[src/rtl/fetch_buffer.sv]
// Instruction-fetch stage: issues PC-addressed requests to instruction memory,
// queues {pc, instruction} pairs for the decoder and steers the program counter.
module fetch_buffer #(
  parameter int ADDR_W = 4,
  parameter int DATA_W = 32,
  parameter int DEPTH  = 4
) (
  input  logic              clock,
  input  logic              reset,
  input  logic              enable,
  input  logic [ADDR_W-1:0] pc_value,
  output logic [ADDR_W-1:0] pc_start_value,
  output logic              pc_load,
  output logic              pc_count_up,
  output logic              pc_hold,
  output logic              pc_enable,
  output logic              mem_req,
  output logic [ADDR_W-1:0] mem_addr,
  input  logic              mem_ack,
  input  logic [DATA_W-1:0] mem_rdata,
  input  logic              branch_taken,
  input  logic [ADDR_W-1:0] branch_target,
  output logic              instr_valid,
  input  logic              instr_ready,
  output logic [DATA_W-1:0] instr_data,
  output logic [ADDR_W-1:0] instr_pc
);

  localparam int PTR_W = (DEPTH > 1) ? $clog2(DEPTH) : 1;
  localparam logic [PTR_W:0] FULL_COUNT = (PTR_W + 1)'(DEPTH);

  localparam logic [1:0] IDLE     = 2'd0;
  localparam logic [1:0] WAIT_ACK = 2'd1;
  localparam logic [1:0] PC_UPD   = 2'd2;
  localparam logic [1:0] DRAIN    = 2'd3;

  logic [1:0]        state;
  logic [PTR_W:0]    count;
  logic [PTR_W-1:0]  rd_ptr;
  logic [PTR_W-1:0]  wr_ptr;
  logic [DATA_W-1:0] fifo_data [DEPTH];
  logic [ADDR_W-1:0] fifo_pc   [DEPTH];
  logic              fifo_full;
  logic              push;
  logic              pop;

  assign fifo_full   = (count == FULL_COUNT);
  assign push        = (state == WAIT_ACK) & mem_ack & ~branch_taken;
  assign instr_valid = (count != '0) & ~branch_taken;
  assign pop         = instr_valid & instr_ready;
  assign instr_data  = fifo_data[rd_ptr];
  assign instr_pc    = fifo_pc[rd_ptr];

  assign pc_enable = pc_load | pc_count_up;
  assign pc_hold   = ~pc_enable;

  // mem_req is high exactly while a request is outstanding (WAIT_ACK or DRAIN),
  // so it doubles as the "outstanding" flag for the redirect decision.
  always_ff @(posedge clock or posedge reset) begin
    if (reset) begin
      state          <= IDLE;
      mem_req        <= 1'b0;
      mem_addr       <= '0;
      pc_start_value <= '0;
      pc_load        <= 1'b0;
      pc_count_up    <= 1'b0;
    end else begin
      pc_load     <= 1'b0;
      pc_count_up <= 1'b0;
      if (branch_taken) begin
        pc_load        <= 1'b1;
        pc_start_value <= branch_target;
        if (mem_req && !mem_ack) begin
          state <= DRAIN;
        end else begin
          state   <= PC_UPD;
          mem_req <= 1'b0;
        end
      end else begin
        case (state)
          IDLE: begin
            if (enable && !fifo_full) begin
              mem_req  <= 1'b1;
              mem_addr <= pc_value;
              state    <= WAIT_ACK;
            end
          end
          WAIT_ACK: begin
            if (mem_ack) begin
              mem_req        <= 1'b0;
              pc_start_value <= mem_addr;
              pc_count_up    <= 1'b1;
              state          <= PC_UPD;
            end
          end
          PC_UPD: state <= IDLE;
          DRAIN: begin
            if (mem_ack) begin
              mem_req <= 1'b0;
              state   <= IDLE;
            end
          end
          default: state <= IDLE;
        endcase
      end
    end
  end

  // Instruction queue; a redirect flushes it at the same edge.
  always_ff @(posedge clock or posedge reset) begin
    if (reset) begin
      count  <= '0;
      rd_ptr <= '0;
      wr_ptr <= '0;
      for (int unsigned i = 0; i < DEPTH; i++) begin
        fifo_data[i] <= '0;
        fifo_pc[i]   <= '0;
      end
    end else if (branch_taken) begin
      count  <= '0;
      rd_ptr <= '0;
      wr_ptr <= '0;
    end else begin
      if (push) begin
        fifo_data[wr_ptr] <= mem_rdata;
        fifo_pc[wr_ptr]   <= mem_addr;
        wr_ptr            <= wr_ptr + 1'b1;
      end
      if (pop) begin
        rd_ptr <= rd_ptr + 1'b1;
      end
      case ({push, pop})
        2'b10:   count <= count + 1'b1;
        2'b01:   count <= count - 1'b1;
        default: count <= count;
      endcase
    end
  end

endmodule

[config.mk]
export PLATFORM = sky130hd
export DESIGN_NAME = fetch_buffer
export DESIGN_NICKNAME = d
export VERILOG_FILES = /design/src/rtl/fetch_buffer.sv
export SDC_FILE = /design/constraint.sdc
export NUM_CORES = 1
export LEC_CHECK = 0
export BUFFER_PORTS_ARGS = -buffer_cell sky130_fd_sc_hd__buf_2
export CAP_MARGIN = 20
export CORE_MARGIN = 4
export CORE_UTILIZATION = 55
export CTS_BUF_LIST = sky130_fd_sc_hd__clkbuf_16
export CTS_CLUSTER_SIZE = 16
export DETAILED_ROUTE_END_ITERATION = 10
export PLACE_DENSITY = 0.76
export SETUP_SLACK_MARGIN = 0.5
export SKIP_CTS_REPAIR_TIMING = 1
export SKIP_LAST_GASP = 1
export SLEW_MARGIN = 0
export SYNTH_ARGS = -nofsm -noshare
export SYNTH_HDL_FRONTEND = slang
export SYNTH_SLANG_ARGS = --single-unit
export TNS_END_PERCENT = 1
[constraint.sdc]
create_clock -name clock -period 5.1 [get_ports clock]
set_input_delay 0.255 -clock clock [delete_from_list [all_inputs] [get_ports clock]]
set_output_delay 0.255 -clock clock [all_outputs]
set_load 0.01 [all_outputs]
== Word-level counts from Yosys, hierarchy flattened ==
Cells that the tools add are included.

* Register bits after elaboration: 164
* Input bits: 46
* Output and inout bits: 50

* Add/subtract/negate cells: 4
* Order comparisons: 3
* Equal/unequal tests: 11
* Mux-type cells: 36
* Bitwise operators: 9
* Reductions and logical operators: 19

{| class="wikitable"
|+ Operators by type and width
! kind !! number
|-
| $bwmux W128 || 1
|-
| $mux W32 || 3
|-
| $bmux W32 S2 || 1
|-
| $demux W32 S2 || 1
|-
| $mux W4 || 6
|-
| $bwmux W16 || 1
|-
| $mux W2 || 8
|-
| $mux W1 || 9
|-
| $ne A3 B3 Y1 const B || 3
|-
| $reduce_bool A3 Y1 || 3
|-
| $bmux W4 S2 || 1
|-
| $demux W4 S2 || 1
|-
| $pmux W2 S4 || 1
|-
| $reduce_bool A2 Y1 || 4
|-
| $eq A2 B2 Y1 const B || 3
|-
| $ge A3 B3 Y1 const B || 2
|-
| $not A2 Y3 || 2
|-
| $pmux W3 S2 || 1
|-
| $reduce_and A3 Y1 || 2
|-
| $add A2 B1 Y2 const B || 2
|-
| $and A1 B1 Y1 || 4
|-
| $eq A2 B1 Y1 const B || 2
|-
| $reduce_and A2 Y1 || 2
|-
| $reduce_and A4 Y1 || 1
|-
| 14 further kinds || 18
|}

== Longest topological paths before layout ==
Gate-level depths: netlist (run 1).

* Depth after elaboration: 6
* Mapped depth: 8
* Depth with buffers taken out: 6

== Worst setup path before layout (run 1) ==
Ideal clock, no wire load.

* Kind: register to register
* Start: reg count[0]
* End: reg count[2]
* Arrival: 2.078 ns
* Data required time: 5.018 ns
* Setup slack: 2.940 ns
* Stages on the path, launching flop included: 6
* Clock period less this slack: 2.160 ns
* Cell sequence: dfrtp_1 > o31ai_2 > nor3_1 > fa_1 > or4_1 > a31oi_1

* Word-level cells in the longest chain between the ends: 6

{| class="wikitable"
|+ RTL lines
! element !! RTL line !! text
|-
| start, declared || 38 || <nowiki>logic [PTR_W:0] count;</nowiki>
|-
| start signal, assigned || 133 || <nowiki>2'b10: count <= count + 1'b1;</nowiki>
|-
| start signal, assigned || 134 || <nowiki>2'b01: count <= count - 1'b1;</nowiki>
|-
| start signal, assigned || 135 || <nowiki>default: count <= count;</nowiki>
|-
| $reduce_bool A3 Y1 || 49 || <nowiki>assign instr_valid = (count != '0) & ~branch_taken;</nowiki>
|-
| $and A1 B1 Y1 || 49 ||
|-
| $and A1 B1 Y1 || 50 || <nowiki>assign pop = instr_valid & instr_ready;</nowiki>
|-
| $eq A2 B1 Y1 or $eq A2 B2 Y1 (tied branches) || 132 || <nowiki>case ({push, pop})</nowiki>
|-
| $pmux W3 S2 || 132 ||
|-
| $mux W3 || 119 || <nowiki>end else if (branch_taken) begin</nowiki>
|}

Several ways; a longest one is shown, not always the timed one.
A chain may end at the register's enable or synchronous reset.

== Worst setup path in the final report (run 1) ==
* Start: reg rd_ptr[0]
* End: out instr_data[7]

* Word-level cells in the longest chain between the ends: 4

{| class="wikitable"
|+ RTL lines
! element !! RTL line !! text
|-
| start, declared || 39 || <nowiki>logic [PTR_W-1:0] rd_ptr;</nowiki>
|-
| start signal, assigned || 130 || <nowiki>rd_ptr <= rd_ptr + 1'b1;</nowiki>
|-
| $not A2 Y3 (not written as such) || 51 || <nowiki>assign instr_data = fifo_data[rd_ptr];</nowiki>
|-
| $bmux W32 S2 || 51 ||
|-
| $mux W32 (not written as such) (2 in series) || 51 ||
|-
| end, declared || 25 || <nowiki>output logic [DATA_W-1:0] instr_data,</nowiki>
|}

Every way passes these cells. The select of a mux whose other input is x is not followed.

==> results.ini, run 1 <==
[run_status]
status=complete, but fails checks
violations=negative hold slack

[cells_and_area]
fill_cells=1001
areaGrowthSynthToFinish_pct=14.1
stdcell_area_um2=8880
drive_gt1_frac=0.579
multi_input_area_um2=3450
diodes=0
final-seq-area_um2=4110
fin_nets=586
fin_cells=726

[timing]
finalClockSkew_ns=0.00703
timing.fmax_mhz=377
relSlewSlack=0.323
slew_viol_final=0
setup_ws_ns=2.45
worstMarginPinSlew_ns=1.02
whs_ns=-0.00160
grt_setup_unrepaired=no
finalSetupViolCount=0
finalSetupTns_ns=0
hold_viol=1
finalCritPeriodShare=0.520
fin_crit_ns=2.65

[synth]
synth_top_area_cell=dfrtp_1
synth.most_common_cell=dfrtp_1
synth-seq-cells=164
synth.area.top_cells=dfrtp_1 53%, mux2_4 23%, mux4_2 10%
ys_seq_area_frac=0.527
syn_avg_cell_area_um2=17.5
netlist.area_leader.share=0.527
netlist_instances=444
synth_ff_type=dfrtp_1
synth_fp_nets=495
ys_warn_count=0
synthTopCellsByCount=164 x dfrtp_1, 120 x mux2_4, 36 x mux4_2, 28 x mux2_2, 13 x buf_6
yosysUniqueCellTypes=40
synth_enable_flop_cells=0
synthesis.area_um2=7780
async_flop_share=1.00

[grt]
grt-ovfl-total=0
grt.total_usage=0.201
antenna_found_initial=0
grt_max_degree=165
grt_pass1_vias=4638
grt_pass1_wl_mm=24.9

[setup_path]
worstPathMaxFanout=25
reg2reg_to=count[2]
r2r_slack_ns=2.74
crit_arrival_ns=2.40
critical_path_required_ns=4.85
worst-setup-path-type=reg2out
rr_worst_depth=5
cp-end-kind=output pin
crit_path_start_kind=register
timing.rr.start=count[2]

[placed_design]
placed_area_um2=8310
pre_cts_ws_ns=2.76
gp_congestion=0.730
portBuffers=95
dp_cells=696
dp_hpwl_mm=8.92

[clock_tree]
insertion_delay_ns=0.42
cts_buffers=17
cts.htree.levels=4
ctsLongestPathBuffers=2
clkTransAtPathRegs_ns=0.06
clock_sinks=164
cts-root-buf=clkbuf_16
cts_tree=built

[drt]
first_pass_iters=4
avgViaCountPerCell=5.72
routed_wl_mm=15.1
ant_nets=0
post_drt_wl_per_cell_um=20.8
via_count=4153
drt_drc_violations_left=0
dr.first_iter.drc_count=207

[pwr]
ir_drop_uv=351
power_density_nw_per_um2=434
leakage_nw=4.63

[die]
die_y_um=127
rows=43
ios=96
die_x_um=127
start_util=0.561
die-area_um2=16100
core-area_um2=13900

[job]
cap_violations=0

[min_path]
hold_path_class=in2async

state kept, by name (all words and copies together) (netlist names):
name	cells
mem_addr	4
pc_count_up	1
mem_req	1
count	3
state	2
pc_start_value	4
wr_ptr	2
rd_ptr	2
fifo_pc	16
fifo_data	128
pc_load	1
kinds of logic (layout without fill, tap and decap cells):
kind of cell	count (synthesis)	after routing	share of synthesized area
mux	188	188	0.381
flops	164	164	0.527
simple gates	35	35	0.0289
buf+inv	31	133	0.0296
compound gates	17	17	0.0174
fa+ha+maj	5	5	0.00901
xor+xnor	4	4	0.00627
where the power goes:
part           internal, mW  switching [mW]
combinational         0.574           0.398
sequential             1.47           0.161
clock                 0.754           0.498
total                  2.79            1.06
placed cells by master (no fill, tap or decap), types with 2 or more instances in the layout:
master and n:
dfrtp_2 2, clkinv_1 4, dfrtp_1 162, buf_2 95, clkinv_4 2, clkinvlp_4 2
nand2_1 9, a21o_1 2, nand2b_1 2, xor2_1 3, mux2_2 28, nor2_1 5
inv_1 6, a21oi_1 3, bufinv_16 3, nand3b_1 2, mux2i_1 4, o21ai_0 5
nor3_1 2, ha_1 4, mux4_2 36, nand4b_1 3, mux2_4 120, nand2_4 4
clkinv_2 2, clkbuf_16 17
final cells by class:
type | instances | share of cell area
clock inverter | 13 | 0.0162
inverter | 6 | 0.00296
tap | 180 | 0.0254
sequential | 164 | 0.463
multi-input combinational | 249 | 0.388
timing repair buffer | 97 | 0.0567
clock buffer | 17 | 0.0479
critical path, cell delays in order, from the launching register on:
cell and delay [ns]:
dfrtp_2 0.66, buf_4 0.53, mux4_2 0.60, buf_2 0.16
how the worst max path moves through the flow:
stage	from	to	slack, ns	depth (start not counted)
finish	rd_ptr[0]	instr_data[7]	2.45	3
global route	rd_ptr[0]	instr_data[12]	2.25	3
CTS	rd_ptr[0]	instr_data[21]	2.37	3
detailed placement	count[0]	count[2]	2.76	5
global placement	count[0]	count[2]	2.82	5
floorplan	reset	count[0]	2.76	1
per-layer routing:
layer | GRT usage | routed length (um)
met3 | 0.0623 | 680
met5 | 0 | 0
met4 | 0.0568 | 121
met2 | 0.318 | 7510
met1 | 0.271 | 6770
stage by stage:
step	utilization	total power [mW]
3_3_place_gp	0.599	2.61
5_1_grt	0.640	4.05
3_5_place_dp	0.599	2.63
2_1_floorplan	-	2.30
4_1_cts	0.640	3.90
6_report	0.640	3.85
Note: power is estimated with default switching activity, not from simulation.
==> inputs of run 2 (changes only) <==
--- a/config.mk
+++ b/config.mk
@@ -8,11 +8,11 @@
 export BUFFER_PORTS_ARGS = -buffer_cell sky130_fd_sc_hd__buf_2
 export CAP_MARGIN = 20
 export CORE_MARGIN = 4
-export CORE_UTILIZATION = 55
+export CORE_UTILIZATION = 53
 export CTS_BUF_LIST = sky130_fd_sc_hd__clkbuf_16
 export CTS_CLUSTER_SIZE = 16
 export DETAILED_ROUTE_END_ITERATION = 10
-export PLACE_DENSITY = 0.76
+export PLACE_DENSITY = 0.77
 export SETUP_SLACK_MARGIN = 0.5
 export SKIP_CTS_REPAIR_TIMING = 1
 export SKIP_LAST_GASP = 1
==> constraint.sdc (replaced) <==
create_clock -name clock -period 2.2 [get_ports clock]
set_input_delay 0.11 -clock clock [delete_from_list [all_inputs] [get_ports clock]]
set_output_delay 0.11 -clock clock [all_outputs]
set_load 0.01 [all_outputs]
==> run 2 against run 1 <==
Net effect:
- the run now ends clean
- utilization grew 2.3 points
- clock power grew 140%
- first-iteration DRC count shrank 5.8%
- combinational power grew to 2.6 times the previous value
- hold slack gained 0.052 ns
- sequential share of layout area shrank 3.4 points
- non-clock buffer count grew 60
- routed wire length grew 4.7%
- critical endpoint is now instr_data[14]
- sequential power grew 130%
- sequential cell count is the same
==> results.ini, run 2 (synthesized netlist as in run 1, its figures left out) <==
[cells_and_area]
final-seq-area_um2=4110  ; about the same
areaGrowthSynthToFinish_pct=23.4
diodes=0  ; unchanged
largest_reg_flops=128  ; unchanged
stdcell_area_um2=9600  ; +8.1%
drive_gt1_frac=0.571  ; -0.00803
fin_cells=792  ; +9.1%
layout_common_cells=159 x dfrtp_1, 120 x mux2_4, 95 x buf_2, 41 x dlygate4sd3_1, 36 x mux4_2
multi_input_area_um2=3460  ; +0.47%
layout_commonest_cell=dfrtp_1
largest-register=fifo_data
fin_nets=646  ; +10%
top_regs=fifo_data x128, fifo_pc x16
fill_cells=977  ; -2.4%

[drt]
avgViaCountPerCell=5.49  ; -4.1%
drt_drc_violations_left=0  ; unchanged
dr.first_iter.drc_count=195  ; -5.8%
routed_wl_mm=15.8  ; +4.7%
post_drt_wl_per_cell_um=19.9  ; -4.0%
first_pass_iters=4  ; unchanged
ant_nets=0  ; unchanged
via_count=4346  ; +4.6%

[pwr]
power_density_nw_per_um2=964  ; +120%
swShare=0.279  ; +0.00454
clockPowerShare=0.327  ; +0.002
power.switching_mw=2.58  ; +140%
finalPower_mw=9.25  ; +140%
p_comb_frac=0.274  ; +0.022
internal-power_mw=6.67  ; +140%
pwr-share-seq=0.399  ; -0.023
ir_drop_uv=552  ; +57%
leakage_nw=4.95  ; +6.8%

[die]
core-area_um2=14500  ; +4.3%
rows=44  ; +2.3%
start_util=0.537  ; -0.0232
die_x_um=129  ; +1.7%
die-area_um2=16700  ; +3.5%
die_y_um=129  ; +1.7%
ios=96  ; unchanged

[timing]
finalSetupTns_ns=0  ; unchanged
worstMarginPinSlew_ns=0.493  ; -0.522 ns
hold_viol=0  ; -1
finalSetupViolCount=0  ; unchanged
finalCritPeriodShare=0.851
grt_setup_unrepaired=yes
timing.fmax_mhz=534
relSlewSlack=0.672  ; +0.348
fin_crit_ns=1.87
whs_ns=0.0502  ; +0.0518 ns
finalClockSkew_ns=0.00838  ; +0.00136 ns
slew_viol_final=0  ; unchanged

[placed_design]
portBuffers=95  ; unchanged
dp_cells=717  ; +3.0%
dp_hpwl_mm=9.78  ; +9.6%
gp_congestion=0.747  ; +2.3%
placed_area_um2=8540  ; +2.8%

[setup_path]
rr_worst_depth=5  ; unchanged
cp-end-kind=output pin
crit_path_start_kind=register
crit_arrival_ns=1.76  ; -0.64 ns
critical_path_required_ns=2.09  ; -2.76 ns
worstPathMaxFanout=22  ; -12%
timing.rr.start=count[2]
r2r_slack_ns=0.35  ; -2.39 ns
reg2reg_to=count[2]
worst-setup-path-type=reg2out

[grt]
grt_max_degree=93  ; -44%
antenna_found_initial=0  ; unchanged
grt.total_usage=0.193  ; -0.00760
grt_pass1_vias=4716  ; +1.7%
grt_pass1_wl_mm=24.9  ; -0.25%
grt-ovfl-total=0  ; unchanged

[clock_tree]
ctsLongestPathBuffers=2  ; unchanged
cts_buffers=17  ; unchanged
clock_sinks=164  ; unchanged
clkTransAtPathRegs_ns=0.06  ; about the same
cts-root-buf=clkbuf_16
insertion_delay_ns=0.42  ; about the same
cts_tree=built
cts.htree.levels=4  ; unchanged

[min_path]
worstHoldStart=mem_ack
hold_path_class=in2reg
min_to=mem_req
whs_path_depth=3

[job]
cap_violations=0  ; unchanged

[run_status]
status=completed

[run 2: stage by stage]
step	util	setup slack, ns
after floorplan	-	0.00521
after global placement	0.590	0.203
after detailed placement	0.590	0.124
after CTS	0.632	0.0994
after global routing	0.663	0.248
final	0.663	0.327
[run 2: final cells by class]
| class | count | share of cell area |
|---|---|---|
| clock buffers | 17 | 0.0443 |
| clock inverters | 15 | 0.0188 |
| inverters | 6 | 0.00274 |
| multi-input cells | 249 | 0.361 |
| flip-flops and latches | 164 | 0.428 |
| well taps | 184 | 0.0240 |
| repair buffers | 157 | 0.121 |
[run 2: routing by layer]
metal  share of wire  wire, um  global-route usage
met1            0.44      6910               0.258
met2            0.50      7940               0.316
met3           0.044       692              0.0519
met4           0.016       246              0.0525
met5               0         0                   0
[run 2: worst max path at each step]
| stage | from | to | cells after the start |
|---|---|---|---|
| 2_1_floorplan | reset | count[0] | 1 |
| 3_3_place_gp | count[0] | count[2] | 5 |
| 3_5_place_dp | count[0] | count[2] | 5 |
| 4_1_cts | count[0] | count[2] | 5 |
| 5_1_grt | rd_ptr[0] | instr_data[2] | 3 |
| 6_report | rd_ptr[0] | instr_data[14] | 3 |
[run 2: critical path: stages (launching register included)]
cell	delay, ns
dfrtp_2	0.40
buf_12	0.23
mux4_2	0.54
buf_2	0.16
[run 2: power by group through the flow]
stage	combinational (mW)	clock (mW)	sequential, mW
2_1_floorplan	1.68	0	3.66
3_3_place_gp	2.40	0	3.69
3_5_place_dp	2.45	0	3.73
4_1_cts	2.46	3.10	3.69
5_1_grt	2.73	3.23	3.74
6_report	2.53	3.03	3.69
==> inputs of run 3 (changes only) <==
--- a/config.mk
+++ b/config.mk
@@ -5,14 +5,15 @@
 export SDC_FILE = /design/constraint.sdc
 export NUM_CORES = 1
 export LEC_CHECK = 0
+export ABC_AREA = 1
 export BUFFER_PORTS_ARGS = -buffer_cell sky130_fd_sc_hd__buf_2
 export CAP_MARGIN = 20
 export CORE_MARGIN = 4
-export CORE_UTILIZATION = 53
+export CORE_UTILIZATION = 52
 export CTS_BUF_LIST = sky130_fd_sc_hd__clkbuf_16
 export CTS_CLUSTER_SIZE = 16
 export DETAILED_ROUTE_END_ITERATION = 10
-export PLACE_DENSITY = 0.77
+export PLACE_DENSITY = 0.76
 export SETUP_SLACK_MARGIN = 0.5
 export SKIP_CTS_REPAIR_TIMING = 1
 export SKIP_LAST_GASP = 1
==> run 3 against run 2 <==
Net effect:
- the run now ends with negative hold slack left
- synthesized cell count is 83% higher
- highest routed layer unchanged
- non-clock buffer count is 24 lower
- final cell count is 40% higher
- via count is 36% higher
- setup slack better by 0.085 ns
- critical path type unchanged
- routed wire length is 11% higher
==> results.ini, run 3 <==
[synth]
yosysUniqueCellTypes=30  ; -25%
muxShareOfSynthArea=0  ; -0.381
synthTopCellsByCount=175 x nand2_1, 164 x dfrtp_1, 102 x o21ai_1, 79 x nor2_1, 75 x o21ai_0
synth-compound-area-share=0.213  ; +0.196
synthSimpleGateAreaFrac=0.150  ; +0.121
synth_enable_flop_cells=0  ; unchanged
ys_warn_count=0  ; unchanged
syn_avg_cell_area_um2=9.21  ; -47%
synth_fp_nets=864  ; +75%
synth.most_common_cell=nand2_1
synth_fa_ha_area_frac=0.00936  ; +0.000352
synthXorXnorAreaFrac=0.00117  ; -0.00510
synthesis.area_um2=7490  ; -3.8%
ys_seq_area_frac=0.548  ; +0.0206
synth_ff_type=dfrtp_1
synth.area.top_cells=dfrtp_1 55%, nand2_1 8.8%, o21ai_1 6.8%
netlist.area_leader.share=0.548  ; +0.0206
synth_top_family_by_area=compound AO/OA/AOI/OAI gates
synth-seq-cells=164  ; unchanged
netlist_instances=813  ; +83%
async_flop_share=1.00  ; unchanged
synth_top_area_cell=dfrtp_1

[cells_and_area]
drive_gt1_frac=0.238  ; -0.333
finish.utilization=0.640  ; -0.0231
fin_nets=965  ; +49%
diodes=0  ; unchanged
layout_common_cells=174 x nand2_1, 160 x dfrtp_1, 129 x o21ai_1, 95 x buf_2, 78 x nor2_1
fin_cells=1106  ; +40%
areaGrowthSynthToFinish_pct=19.5
largest-register=fifo_data
layout_commonest_cell=nand2_1
top_regs=fifo_data x128, fifo_pc x16
largest_reg_flops=128  ; unchanged

[clock_tree]
clkTransAtPathRegs_ns=0.06  ; about the same
ctsLongestPathBuffers=2  ; unchanged
cts.htree.levels=4  ; unchanged
insertion_delay_ns=0.42  ; about the same
cts_tree=built
cts_buffers=17  ; unchanged
clock_sinks=164  ; unchanged
cts-root-buf=clkbuf_16

[setup_path]
cpLargestDelayFamily=buffers and inverters
cpMaxStageDelayCell=dfrtp_2
cp_cell_sequence=clkinv_4, clkbuf_16, o21ai_0, o22ai_1, buf_2
r2r_slack_ns=0.50  ; +0.15 ns
crit_buf_inv=3  ; +1
worst-setup-path-type=reg2out
critPathMaxStageDelay_ns=0.46  ; -0.08 ns
worstPathMaxFanout=12  ; -45%
cp_num_cells=5  ; +2
rr_worst_depth=10  ; +5
critical_path_required_ns=2.09  ; about the same
crit_path_start_kind=register
cp-end-kind=output pin
crit_arrival_ns=1.68  ; -0.08 ns

[grt]
grt-ovfl-total=0  ; unchanged
grt_max_degree=73  ; -22%
grt_pass1_vias=5686  ; +21%
grt_pass1_wl_mm=27.7  ; +11%
antenna_found_initial=0  ; unchanged
grt.total_usage=0.211  ; +0.0180

[drt]
routed_wl_mm=17.5  ; +11%
avgViaCountPerCell=5.33  ; -2.8%
ant_nets=0  ; unchanged
post_drt_wl_per_cell_um=15.9  ; -20%
drt_drc_violations_left=0  ; unchanged
dr.first_iter.drc_count=465  ; +140%
via_count=5898  ; +36%
first_pass_iters=5  ; +1

[placed_design]
portBuffers=95  ; unchanged
dp_cells=1053  ; +47%
dp_hpwl_mm=10.0  ; +2.2%
gp_congestion=0.810  ; +8.4%

[run_status]
status=complete, but fails checks
violations=negative hold slack

[timing]
relSlewSlack=0.564  ; -0.107
worstMarginPinSlew_ns=0.652  ; +0.159 ns
timing.fmax_mhz=559  ; +4.8%
fin_crit_ns=1.79  ; -0.0852 ns
finalSetupTns_ns=0  ; unchanged
slew_viol_final=0  ; unchanged
finalSetupViolCount=0  ; unchanged
finalClockSkew_ns=0.0104  ; +0.00202 ns
hold_viol=4  ; +4
whs_ns=-0.00371  ; -0.0540 ns
grt_setup_unrepaired=yes
finalCritPeriodShare=0.813  ; -0.0387

[pwr]
power_density_nw_per_um2=1100  ; +14%
ir_drop_uv=668  ; +21%
leakage_nw=4.47  ; -9.8%
finalPower_mw=9.84  ; +6.3%

[die]
die-area_um2=16400  ; -1.8%
core-area_um2=14000  ; -3.4%
rows=43  ; -2.3%
ios=96  ; unchanged
die_y_um=128  ; -0.90%
start_util=0.535  ; -0.00209
die_x_um=128  ; -0.90%

[min_path]
whs_path_depth=3  ; unchanged
hold_path_class=in2reg

[job]
cap_violations=0  ; unchanged

run 3: cell count changes after synthesis, moves of 41 or more:
cell and delta:
inv_1 +41, o21ai_2 +46, nand2_1 +166, mux2_4 -120, o21ai_0 +70, nor2_1 +74
o21ai_1 +102
run 3: kinds of logic (layout without fill, tap and decap cells):
kind of cell	Yosys count	count (layout)
buf+inv	101	214
simple gates	270	270
fa+ha+maj	5	5
xor+xnor	1	1
flops	164	164
compound gates	272	272
run 3: tightest hold or removal path, cell delays in order:
cell,delay [ns]
buf_2,0.07
inv_1,0.07
o21ai_2,0.13
run 3: final cells by class:
class,instances,area (um2)
repair buffers,133,1020
clock inverters,14,138
fillers,1176,5040
clock buffers,17,425
well taps,180,225
multi-input cells,548,2830
inverters,50,201
flip-flops and latches,164,4110
run 3: per-stage QoR:
stage	area, um2	worst slack (ns)	hold slack [ns]
after floorplan	7490	0.00521	0.141
after global placement	8000	0.334	0.230
after detailed placement	8000	0.259	0.237
after CTS	8570	0.256	-0.209
after global routing	8950	0.350	0.00324
final	8950	0.412	-0.00371
run 3: final timing paths:
path,to,start
max in group asynchronous,fifo_data[76],reset
min in group asynchronous,fifo_data[124],reset
min reg2reg,fifo_data[43],fifo_data[43]
min,fifo_data[123],mem_rdata[27]
max reg2reg,count[2],count[2]
max,instr_data[9],rd_ptr[0]
run 3: routing by layer:
metal / part of all wire / track usage / vias up / wire length (um)
li1: - / - / 2928 / -
met1: 0.45 / 0.282 / 2801 / 7920
met2: 0.48 / 0.349 / 148 / 8470
met3: 0.051 / 0.0479 / 21 / 897
met4: 0.015 / 0.0593 / 0 / 257
met5: 0 / 0 / - / 0
run 3: power breakdown:
group	switching, mW	total, mW	internal, mW
clock	1.19	2.85	1.66
combinational	1.92	3.30	1.38
sequential	0.251	3.69	3.44
